File: config.mk
export PLATFORM = sky130hd
export DESIGN_NAME = serial_add_ctrl
export DESIGN_NICKNAME = d
export VERILOG_FILES = /design/src/rtl/serial_add_ctrl.sv
export SDC_FILE = /design/constraint.sdc
export NUM_CORES = 1
export LEC_CHECK = 0
export CAP_MARGIN = 20
export CORE_ASPECT_RATIO = 0.75
export CORE_MARGIN = 4
export CORE_UTILIZATION = 52
export DETAILED_ROUTE_END_ITERATION = 12
export HOLD_SLACK_MARGIN = 0.12
export PLACE_DENSITY_LB_ADDON = 0.12
export SLEW_MARGIN = 20
export SYNTH_ARGS = -nofsm -noshare
export SYNTH_HDL_FRONTEND = slang
export SYNTH_SLANG_ARGS = --single-unit
File: constraint.sdc
create_clock -name clk -period 12.96 [get_ports clk]
set_clock_uncertainty 0.2 [all_clocks]
set_input_delay 1.944 -clock clk [delete_from_list [all_inputs] [get_ports clk]]
set_output_delay 1.944 -clock clk [all_outputs]
set_load 0.02 [all_outputs]
File: src/rtl/serial_add_ctrl.sv
// serial_add_ctrl: bit-serial add/subtract sequencer, one fulladder bit per clock.
// Ports: clk, reset (async, high) | start, sub, a, b in | busy, done, result, carry_out, overflow, zero, negative out.
// Macro SERIAL_ADD_SUB_EN enables subtraction; when undefined sub is ignored.

module fulladder (
  input  logic a,
  input  logic b,
  input  logic cin,
  output logic s,
  output logic cout
);
  assign s    = a ^ b ^ cin;
  assign cout = (a & b) | (cin & (a ^ b));
endmodule

module serial_add_ctrl #(
  parameter int WIDTH = 64
) (
  input  logic             clk,
  input  logic             reset,
  input  logic             start,
  input  logic             sub,
  input  logic [WIDTH-1:0] a,
  input  logic [WIDTH-1:0] b,
  output logic             busy,
  output logic             done,
  output logic [WIDTH-1:0] result,
  output logic             carry_out,
  output logic             overflow,
  output logic             zero,
  output logic             negative
);

  localparam int CW = $clog2(WIDTH);

  typedef enum logic [1:0] {
    IDLE,
    RUN,
    DONE
  } state_t;

  state_t state, nxt;

  logic [WIDTH-1:0] a_sh, b_sh, r_sh;
  logic [CW-1:0]    cnt;
  logic             carry_ff, prev_carry;
  logic             fa_s, fa_co;
  logic             last;
  logic             sub_en;

`ifdef SERIAL_ADD_SUB_EN
  assign sub_en = sub;
`else
  logic unused_sub;
  assign unused_sub = sub;
  assign sub_en     = 1'b0;
`endif

  fulladder u_fa (
    .a   (a_sh[0]),
    .b   (b_sh[0]),
    .cin (carry_ff),
    .s   (fa_s),
    .cout(fa_co)
  );

  assign last = (cnt == CW'(WIDTH - 1));

  always_ff @(posedge clk or posedge reset) begin
    if (reset) state <= IDLE;
    else       state <= nxt;
  end

  always_comb begin
    nxt = state;
    unique case (state)
      IDLE:    if (start) nxt = RUN;
      RUN:     if (last)  nxt = DONE;
      DONE:    nxt = IDLE;
      default: nxt = IDLE;
    endcase
  end

  always_ff @(posedge clk or posedge reset) begin
    if (reset) begin
      a_sh       <= '0;
      b_sh       <= '0;
      r_sh       <= '0;
      cnt        <= '0;
      carry_ff   <= 1'b0;
      prev_carry <= 1'b0;
    end else begin
      unique case (state)
        IDLE: begin
          if (start) begin
            a_sh     <= a;
            b_sh     <= sub_en ? ~b : b;
            carry_ff <= sub_en;
            cnt      <= '0;
          end
        end
        RUN: begin
          // LSB-first: each sum bit enters at the top and walks down
          r_sh     <= {fa_s, r_sh[WIDTH-1:1]};
          a_sh     <= a_sh >> 1;
          b_sh     <= b_sh >> 1;
          carry_ff <= fa_co;
          cnt      <= cnt + 1'b1;
          // carry into the MSB, needed for signed overflow
          if (last) prev_carry <= carry_ff;
        end
        default: ;
      endcase
    end
  end

  // Outputs are registered; result and flags only change
  // when a completed operation leaves DONE.
  always_ff @(posedge clk or posedge reset) begin
    if (reset) begin
      busy      <= 1'b0;
      done      <= 1'b0;
      result    <= '0;
      carry_out <= 1'b0;
      overflow  <= 1'b0;
      zero      <= 1'b0;
      negative  <= 1'b0;
    end else begin
      busy <= (nxt != IDLE);
      done <= (state == DONE);
      if (state == DONE) begin
        result    <= r_sh;
        carry_out <= carry_ff;
        overflow  <= prev_carry ^ carry_ff;
        zero      <= (r_sh == '0);
        negative  <= r_sh[WIDTH-1];
      end
    end
  end

endmodule

Word-level counts from Yosys, hierarchy flattened
Index checks and enable logic that the tools add are counted.
{"block": "op_classes", "n_addsub": 1, "n_eq_ne": 4, "n_mux": 11, "bitwise": 6, "reduce_logical": 6}
{"operator": "$pmux 64 s2", "n": 2}
{"operator": "$mux 64", "n": 2}
{"operator": "$logic_not 64->1", "n": 1}
{"operator": "$pmux 6 s2", "n": 1}
{"operator": "$add 6x1->6 const B", "n": 1}
{"operator": "$eq 6x6->1 const B", "n": 1}
{"operator": "$mux 6", "n": 1}
{"operator": "$mux 2", "n": 2}
{"operator": "$pmux 2 s2", "n": 1}
{"operator": "$reduce_and 2->1", "n": 2}
{"operator": "$reduce_bool 2->1", "n": 2}
{"operator": "$xor 1x1->1", "n": 3}
{"operator": "$and 1x1->1", "n": 2}
{"operator": "$eq 2x1->1 const B", "n": 1}
{"operator": "$eq 2x2->1 const B", "n": 1}
{"operator": "$logic_not 2->1", "n": 1}
{"operator": "$ne 2x2->1 const B", "n": 1}
{"operator": "$pmux 1 s2", "n": 1}
{"operator": "$mux 1", "n": 1}
{"operator": "$or 1x1->1", "n": 1}
{"block": "totals", "ff_bits": 272, "word_cells": 42}

Longest topological paths before layout
Gate-level depths: netlist of run 1.
{"block": "depth", "depth_word": 4, "mapped_depth": 7}

Cells and area by module
From an unflattened synthesis of run 1, not the netlist that was laid out.
{"block": "hier_totals", "hier_cells": 1189, "area_unflattened_um2": 11044.3}
{"mod": "serial_add_ctrl", "instances": 1, "cells_per_inst": 1188, "area_per_inst_um2": 11024.3, "seq_area_each_um2": 6781.5}
{"mod": "fulladder", "instances": 1, "cells_per_inst": 1, "area_per_inst_um2": 20.0, "seq_area_each_um2": 0.0}

Worst setup path after synthesis of run 1
OpenSTA, ideal clock, no wires.
{"block": "synth_path", "path_type": "input-to-reg", "start": "input port start", "end": "register a_sh[36]", "setup_time_ns": 0.083, "arrival_ns": 2.880, "slack_ns": 9.798, "cell_stages": 6, "n_path_buf": 3, "path_cell_list": "nor2b_1 > buf_2 > buf_2 > clkbuf_1 > a22oi_1 > o21ai_0"}
{"block": "synth_between", "elab_chain_cells": 2}
{"item": "from (decl)", "line": "21", "source": "input logic start,"}
{"item": "$ne 2x2->1 (no source line)"}
{"item": "$reduce_and 2->1 (no source line)"}
{"item": "to (signal assigned)", "line": "105", "source": "a_sh <= a_sh >> 1;"}
{"item": "to (decl)", "line": "44", "source": "logic [WIDTH-1:0] a_sh, b_sh, r_sh;"}
Every way passes these cells.
A chain may end at the register's enable or synchronous reset.

Worst setup path after layout of run 1
{"block": "layout_path", "start": "input port start", "end": "register a_sh[1]"}
The elaborated chain is that of the path after synthesis.

==> results of run 1 <==
## logic make-up (layout without fill, tap and decap cells)
family,count (synthesis),count (layout),share of synthesized area
AOI/OAI and AO/OA,267,267,0.151
xor gates and xnor gates,1,1,0.000791
adders and majority gates,2,2,0.00294
buffers and inverters,94,264,0.0361
DFF,271,271,0.613
muxes,1,1,0.00102
and+or+nand+nor,552,552,0.195
## cell type report
type	count	area, µm²	area share
Clock buffer	44	810	0.0578
Clock inverter	4	23.8	0.00170
Inverter	6	30.0	0.00215
Multi-Input combinational cell	823	3910	0.279
Sequential cell	271	6790	0.485
Tap cell	282	353	0.0252
Timing Repair Buffer	210	2080	0.149
## stage by stage
step | cells | utilization | worst slack [ps] | power (mW)
finish | 1640 | 0.681 | 8620 | 2.46
global route | 1640 | 0.681 | 8410 | 2.62
global placement | 1592 | 0.640 | 8130 | 1.71
floorplan | 1188 | - | 3350 | 1.56
CTS | 1640 | 0.681 | 8650 | 2.48
detailed placement | 1592 | 0.640 | 8120 | 1.73
## metal layers
metal  track usage  vias up
li1              -     4286
met1         0.352     4354
met2         0.322      251
met3        0.0386       32
met4        0.0408        0
met5             0        -
## worst min-delay path, stage by stage, from the launching register on
cell and delay, ps:
dfrtp_1 340, nand2_1 50, nand2_1 50
## registers in the layout, summed over array words and instances, names as in the netlist, 2 cells and up
name / cells
a_sh: 64
b_sh: 64
cnt: 6
r_sh: 64
result: 64
state: 2
## synthesized netlist by cell type, types with 2 or more instances
cell and count:
a22o_1 3, a22oi_1 126, buf_1 4, buf_2 34
clkbuf_1 49, dfrtp_1 271, inv_1 5, nand2_1 514
nand2b_1 3, nand3b_1 2, nand4_1 5, nor2_1 5
nor2b_1 2, nor4_1 16, o21ai_0 130, o21ai_1 2
o22ai_1 3
## power groups by stage
stage	logic, mW	clock network [mW]	registers [mW]
after CTS	0.479	0.751	1.24
final	0.472	0.737	1.25
after detailed placement	0.478	0	1.26
after global routing	0.546	0.790	1.28
after floorplan	0.354	0	1.21
after global placement	0.458	0	1.25
## how the worst max path moves through the flow
| stage | start | end | slack [ps] | cells past startpoint |
|---|---|---|---|---|
| global route | start | b_sh[49] | 8410 | 5 |
| global placement | start | a_sh[1] | 8130 | 5 |
| CTS | start | a_sh[1] | 8650 | 5 |
| detailed placement | start | a_sh[1] | 8120 | 5 |
| finish | start | a_sh[1] | 8620 | 5 |
| floorplan | reset | a_sh[0] | 3350 | 1 |
## placed cells by master (no fill, tap or decap), types with 2 or more instances in the layout
| cell type | synthesis | final |
|---|---|---|
| clkinv_2 | 0 | 3 |
| clkbuf_1 | 49 | 10 |
| clkdlybuf4s50_1 | 0 | 200 |
| o21ai_1 | 2 | 2 |
| dfrtp_1 | 271 | 269 |
| nor2b_4 | 0 | 2 |
| a22o_1 | 3 | 3 |
| nor2_1 | 5 | 5 |
| dfrtp_4 | 0 | 2 |
| o22ai_1 | 3 | 3 |
| nand3b_1 | 2 | 2 |
| clkbuf_16 | 0 | 27 |
| nand4_1 | 5 | 5 |
| o21ai_0 | 130 | 130 |
| clkbuf_8 | 0 | 7 |
| buf_4 | 1 | 9 |
| inv_1 | 5 | 4 |
| nand2_1 | 514 | 514 |
| nor4_1 | 16 | 16 |
| a22oi_1 | 126 | 126 |
| nand2b_2 | 0 | 2 |
==> flow_summary.json, run 1 <==
{
  "synth_flop_cell": "dfrtp_1",
  "yosysSeqAreaShare": 0.613,
  "reg2reg_to": "a_sh[1]",
  "cts_buffer_depth": 3,
  "drive_above_1_share": 0.0434,
  "reg2reg_depth": 4,
  "path_clk_slew_ps": 60,
  "num_vias": 8923,
  "syn_area_per_cell_um2": 9.32,
  "tns_ps": 0,
  "postCtsSetupBuffers": 0,
  "synth_area_mm2": 0.0111,
  "swShare": 0.299,
  "crit_arrival_ps": 4560,
  "cts_sinks": 271,
  "placed_area_mm2": 0.0132,
  "whs_endpoint": "result[40]",
  "netSwitchingPower_mw": 0.734,
  "n_fill_cell": 1684,
  "status": "finished clean",
  "finalWirelength_um": 26400,
  "path_cells": "clkdlybuf4s50_1 > nor2b_4 > buf_4 > a22oi_1 > o21ai_0",
  "ys_warn_count": 0,
  "area.growth.synth_to_final_pct": 26.5,
  "synthTopCellsByArea": "dfrtp_1 (61%), nand2_1 (17%), a22oi_1 (8.5%)",
  "layout_min_cycle_time_ps": 4340,
  "start_kind": "input port",
  "pwr-share-clk": 0.300,
  "crit_slowest_cell": "nor2b_4",
  "grtUsageTotal": 0.221,
  "rsz0062_at_grt": "false",
  "combPwrFrac": 0.192,
  "finish.instance_area_mm2": 0.0140,
  "route.met3.wl_um": 1730,
  "top_layer": "met4",
  "initial_core_util": 0.539,
  "ios": 202,
  "r2r-start": "state[0]",
  "drt_iter0_markers": 890,
  "numPortBuffers": 200,
  "ys_ff_latch": 271,
  "drtPass1Iterations": 5,
  "postSynthCellCount": 1188,
  "cts_resized": 0,
  "reg2reg_slack_ps": 9810,
  "cts-buffers-inserted": 27,
  "synth_top_cell_by_area": "dfrtp_1",
  "grt_max_degree": 146,
  "die_h_um": 134,
  "drt-met1-wl_um": 12600,
  "gr-total-overflow": 0,
  "grt_pass1_vias": 8496,
  "path_buf_inv": 2,
  "core_mm2": 0.0206,
  "synth_edf_count": 0,
  "grt_first_pass_wirelength_um": 43800,
  "endpoint_kind": "flip-flop",
  "worstPathRequired_ps": 13180,
  "holdWs_ps": 269,
  "placementRows": 45,
  "fmaxAchievable_mhz": 230,
  "slew_violations": 0,
  "setup_viol": 0,
  "route.met2.wl_um": 11700,
  "peakVddDrop_uv": 88.6,
  "ant_nets": 0,
  "antenna_found_initial": 0,
  "min_path_cells": 2,
  "p_leak_nw": 6.43,
  "seq_power_share": 0.508,
  "drv_cap": 0,
  "async_flop_share": 1.00,
  "crit_type": "input port to flip-flop",
  "min-delay-start": "result[40]",
  "viasPerCell": 5.44,
  "fp.dieArea_mm2": 0.0237,
  "cp_max_fo": 83,
  "cpPeakStageDelay_ps": 820,
  "antennaDiodeCount": 0,
  "hp-class": "flip-flop to flip-flop",
  "nets": 1473,
  "finalCritPeriodShare": 0.335,
  "ys_types": 31,
  "finalHoldViolations": 0,
  "dp_hpwl_um": 15900,
  "power-per-cell-area_mw_per_mm2": 176,
  "htreeDepth": 1,
  "relSlewSlack": 0.284,
  "cts_tree": "yes",
  "drc": 0,
  "drt-wirelength-per-cell_um": 16.1,
  "fp.dieW_um": 176,
  "place.gp.congestion": 0.755,
  "cts_hold_buf": 0,
  "crit_family": "buffers and inverters",
  "synth_top_area_frac": 0.613,
  "synth_fp_nets": 1322,
  "worst_slew_pin_slew_ps": 1070,
  "p_int_mw": 1.72,
  "cts_root_buffer": "clkbuf_16",
  "worstSkewPairLatency_ps": 510
}
(Power assumes the default switching activity.)
==> inputs of run 2 (changes only) <==
--- a/config.mk
+++ b/config.mk
@@ -8,7 +8,7 @@
 export CAP_MARGIN = 20
 export CORE_ASPECT_RATIO = 0.75
 export CORE_MARGIN = 4
-export CORE_UTILIZATION = 52
+export CORE_UTILIZATION = 47
 export DETAILED_ROUTE_END_ITERATION = 12
 export HOLD_SLACK_MARGIN = 0.12
 export PLACE_DENSITY_LB_ADDON = 0.12
==> constraint.sdc (replaced) <==
create_clock -name clk -period 3.6 [get_ports clk]
set_clock_uncertainty 0.2 [all_clocks]
set_input_delay 0.54 -clock clk [delete_from_list [all_inputs] [get_ports clk]]
set_output_delay 0.54 -clock clk [all_outputs]
set_load 0.02 [all_outputs]
==> run 2 against run 1 <==
Power grew to 3.7 times the previous value. Sequential cell count unchanged. Critical path depth decreased by 1. Register-to-register slack worse by 8700 ps. Final cell count grew 1.4%.
==> flow_summary.json, run 2 (synthesized netlist as in run 1, its figures left out) <==
{
  "status": "finished clean",
  "crit_path_end": "a_sh[23]",
  "drtPass1Iterations": 5,
  "place.gp.congestion": 0.764,
  "placed_area_mm2": 0.0133,
  "path_clk_slew_ps": 60,
  "layout_commonest_cell": "nand2_1",
  "crit_slowest_cell": "or2_4",
  "cts_sinks": 271,
  "die_h_um": 141,
  "seq_power_share": 0.496,
  "dp_hpwl_um": 16800,
  "rsz0062_at_grt": "false",
  "drv_cap": 0,
  "start_kind": "flip-flop",
  "viasPerCell": 5.33,
  "cts_buffer_depth": 3,
  "cts_hold_buf": 0,
  "cpPeakStageDelay_ps": 850,
  "gr-total-overflow": 0,
  "path_buf_inv": 1,
  "worstSetupStartpoint": "state[1]",
  "slew_violations": 0,
  "ant_nets": 0,
  "htreeDepth": 1,
  "pwr-share-clk": 0.318,
  "grt_max_degree": 118,
  "post-place-ws_ps": 939,
  "combPwrFrac": 0.185,
  "power-per-cell-area_mw_per_mm2": 642,
  "setup_ws_ps": 1160,
  "fmaxAchievable_mhz": 410,
  "drc": 0,
  "fp.dieArea_mm2": 0.0261,
  "power_mw": 9.11,
  "setup_viol": 0,
  "nets": 1478,
  "path_cells": "or2_4 > buf_12 > nand2_1 > o21ai_0",
  "core_mm2": 0.0231,
  "grtUsageTotal": 0.208,
  "worstSkewPairLatency_ps": 530,
  "p_leak_nw": 6.50,
  "relSlewSlack": 0.382,
  "drt-wirelength-per-cell_um": 16.3,
  "swShare": 0.294,
  "min-delay-start": "result[26]",
  "area.growth.synth_to_final_pct": 28.2,
  "antennaDiodeCount": 0,
  "cp_max_fo": 82,
  "finalCritPeriodShare": 0.678,
  "crit_family": "simple AND/OR/NAND/NOR gates",
  "netSwitchingPower_mw": 2.68,
  "antenna_found_initial": 2,
  "worst_slew_pin_slew_ps": 928,
  "reg2reg_depth": 4,
  "hp-class": "flip-flop to flip-flop",
  "grt_first_pass_wirelength_um": 45400,
  "endpoint_kind": "flip-flop",
  "reg2reg_slack_ps": 1160,
  "numPortBuffers": 200,
  "ios": 202,
  "cts-buffers-inserted": 27,
  "peakVddDrop_uv": 339,
  "crit_type": "flip-flop to flip-flop",
  "initial_core_util": 0.480,
  "num_vias": 8868,
  "fp.dieW_um": 185,
  "postCtsSetupBuffers": 0,
  "reg2reg_to": "a_sh[23]",
  "drive_above_1_share": 0.0499,
  "cts_resized": 0,
  "p_int_mw": 6.42,
  "finish.instance_area_mm2": 0.0142,
  "crit_arrival_ps": 2670,
  "cts_tree": "yes",
  "cts_root_buffer": "clkbuf_16",
  "finalHoldViolations": 0,
  "drt_iter0_markers": 736,
  "layout_min_cycle_time_ps": 2440,
  "final_cell_mix": "nand2_1 (514), dfrtp_1 (269), clkdlybuf4s50_1 (200)",
  "placementRows": 48,
  "worstPathRequired_ps": 3820,
  "crit_cells": 4,
  "finalWirelength_um": 27100,
  "r2r-start": "state[1]",
  "grt_pass1_vias": 8623,
  "fin_util": 0.615
}
## run 2: final cells by class
class	instances	area, µm²
clock buffers	40	795
clock inverters	8	119
fillers	2017	8870
inverters	6	26.3
multi-input cells	823	3910
flip-flops and latches	271	6790
well taps	300	375
repair buffers	215	2180
## run 2: per-layer routing
layer | vias up | part of all wire | track usage
met5 | - | 0.00085 | 0
met4 | 4 | 0.024 | 0.0494
met3 | 45 | 0.068 | 0.0518
met2 | 222 | 0.45 | 0.302
met1 | 4313 | 0.46 | 0.316
li1 | 4284 | - | -
## run 2: worst min path at each step
stage / endpoint / slack, ps / depth (start not counted)
6_report: result[26] / 270 / 2
5_1_grt: a_sh[17] / 300 / 2
4_1_cts: result[52] / 280 / 2
3_5_place_dp: result[53] / 260 / 2
3_3_place_gp: result[38] / 260 / 2
2_1_floorplan: cnt[4] / 250 / 1
## run 2: power by group through the flow
stage / clock, mW / combinational, mW / sequential (mW)
detailed placement: 0 / 1.72 / 4.55
global route: 3.08 / 1.97 / 4.64
global placement: 0 / 1.65 / 4.53
floorplan: 0 / 1.27 / 4.36
finish: 2.90 / 1.69 / 4.52
CTS: 2.96 / 1.72 / 4.52
## run 2: stage by stage
step | cells | TNS (ps) | hold slack [ps]
after floorplan | 1188 | -195510 | 246
after global placement | 1615 | 0 | 258
after detailed placement | 1615 | 0 | 262
after CTS | 1663 | 0 | 278
after global routing | 1663 | 0 | 297
final | 1663 | 0 | 275
## run 2: worst min-delay path, stage by stage, from the launching register on
cell	delay [ps]
dfrtp_1	340
nand2_1	50
nand2_1	50
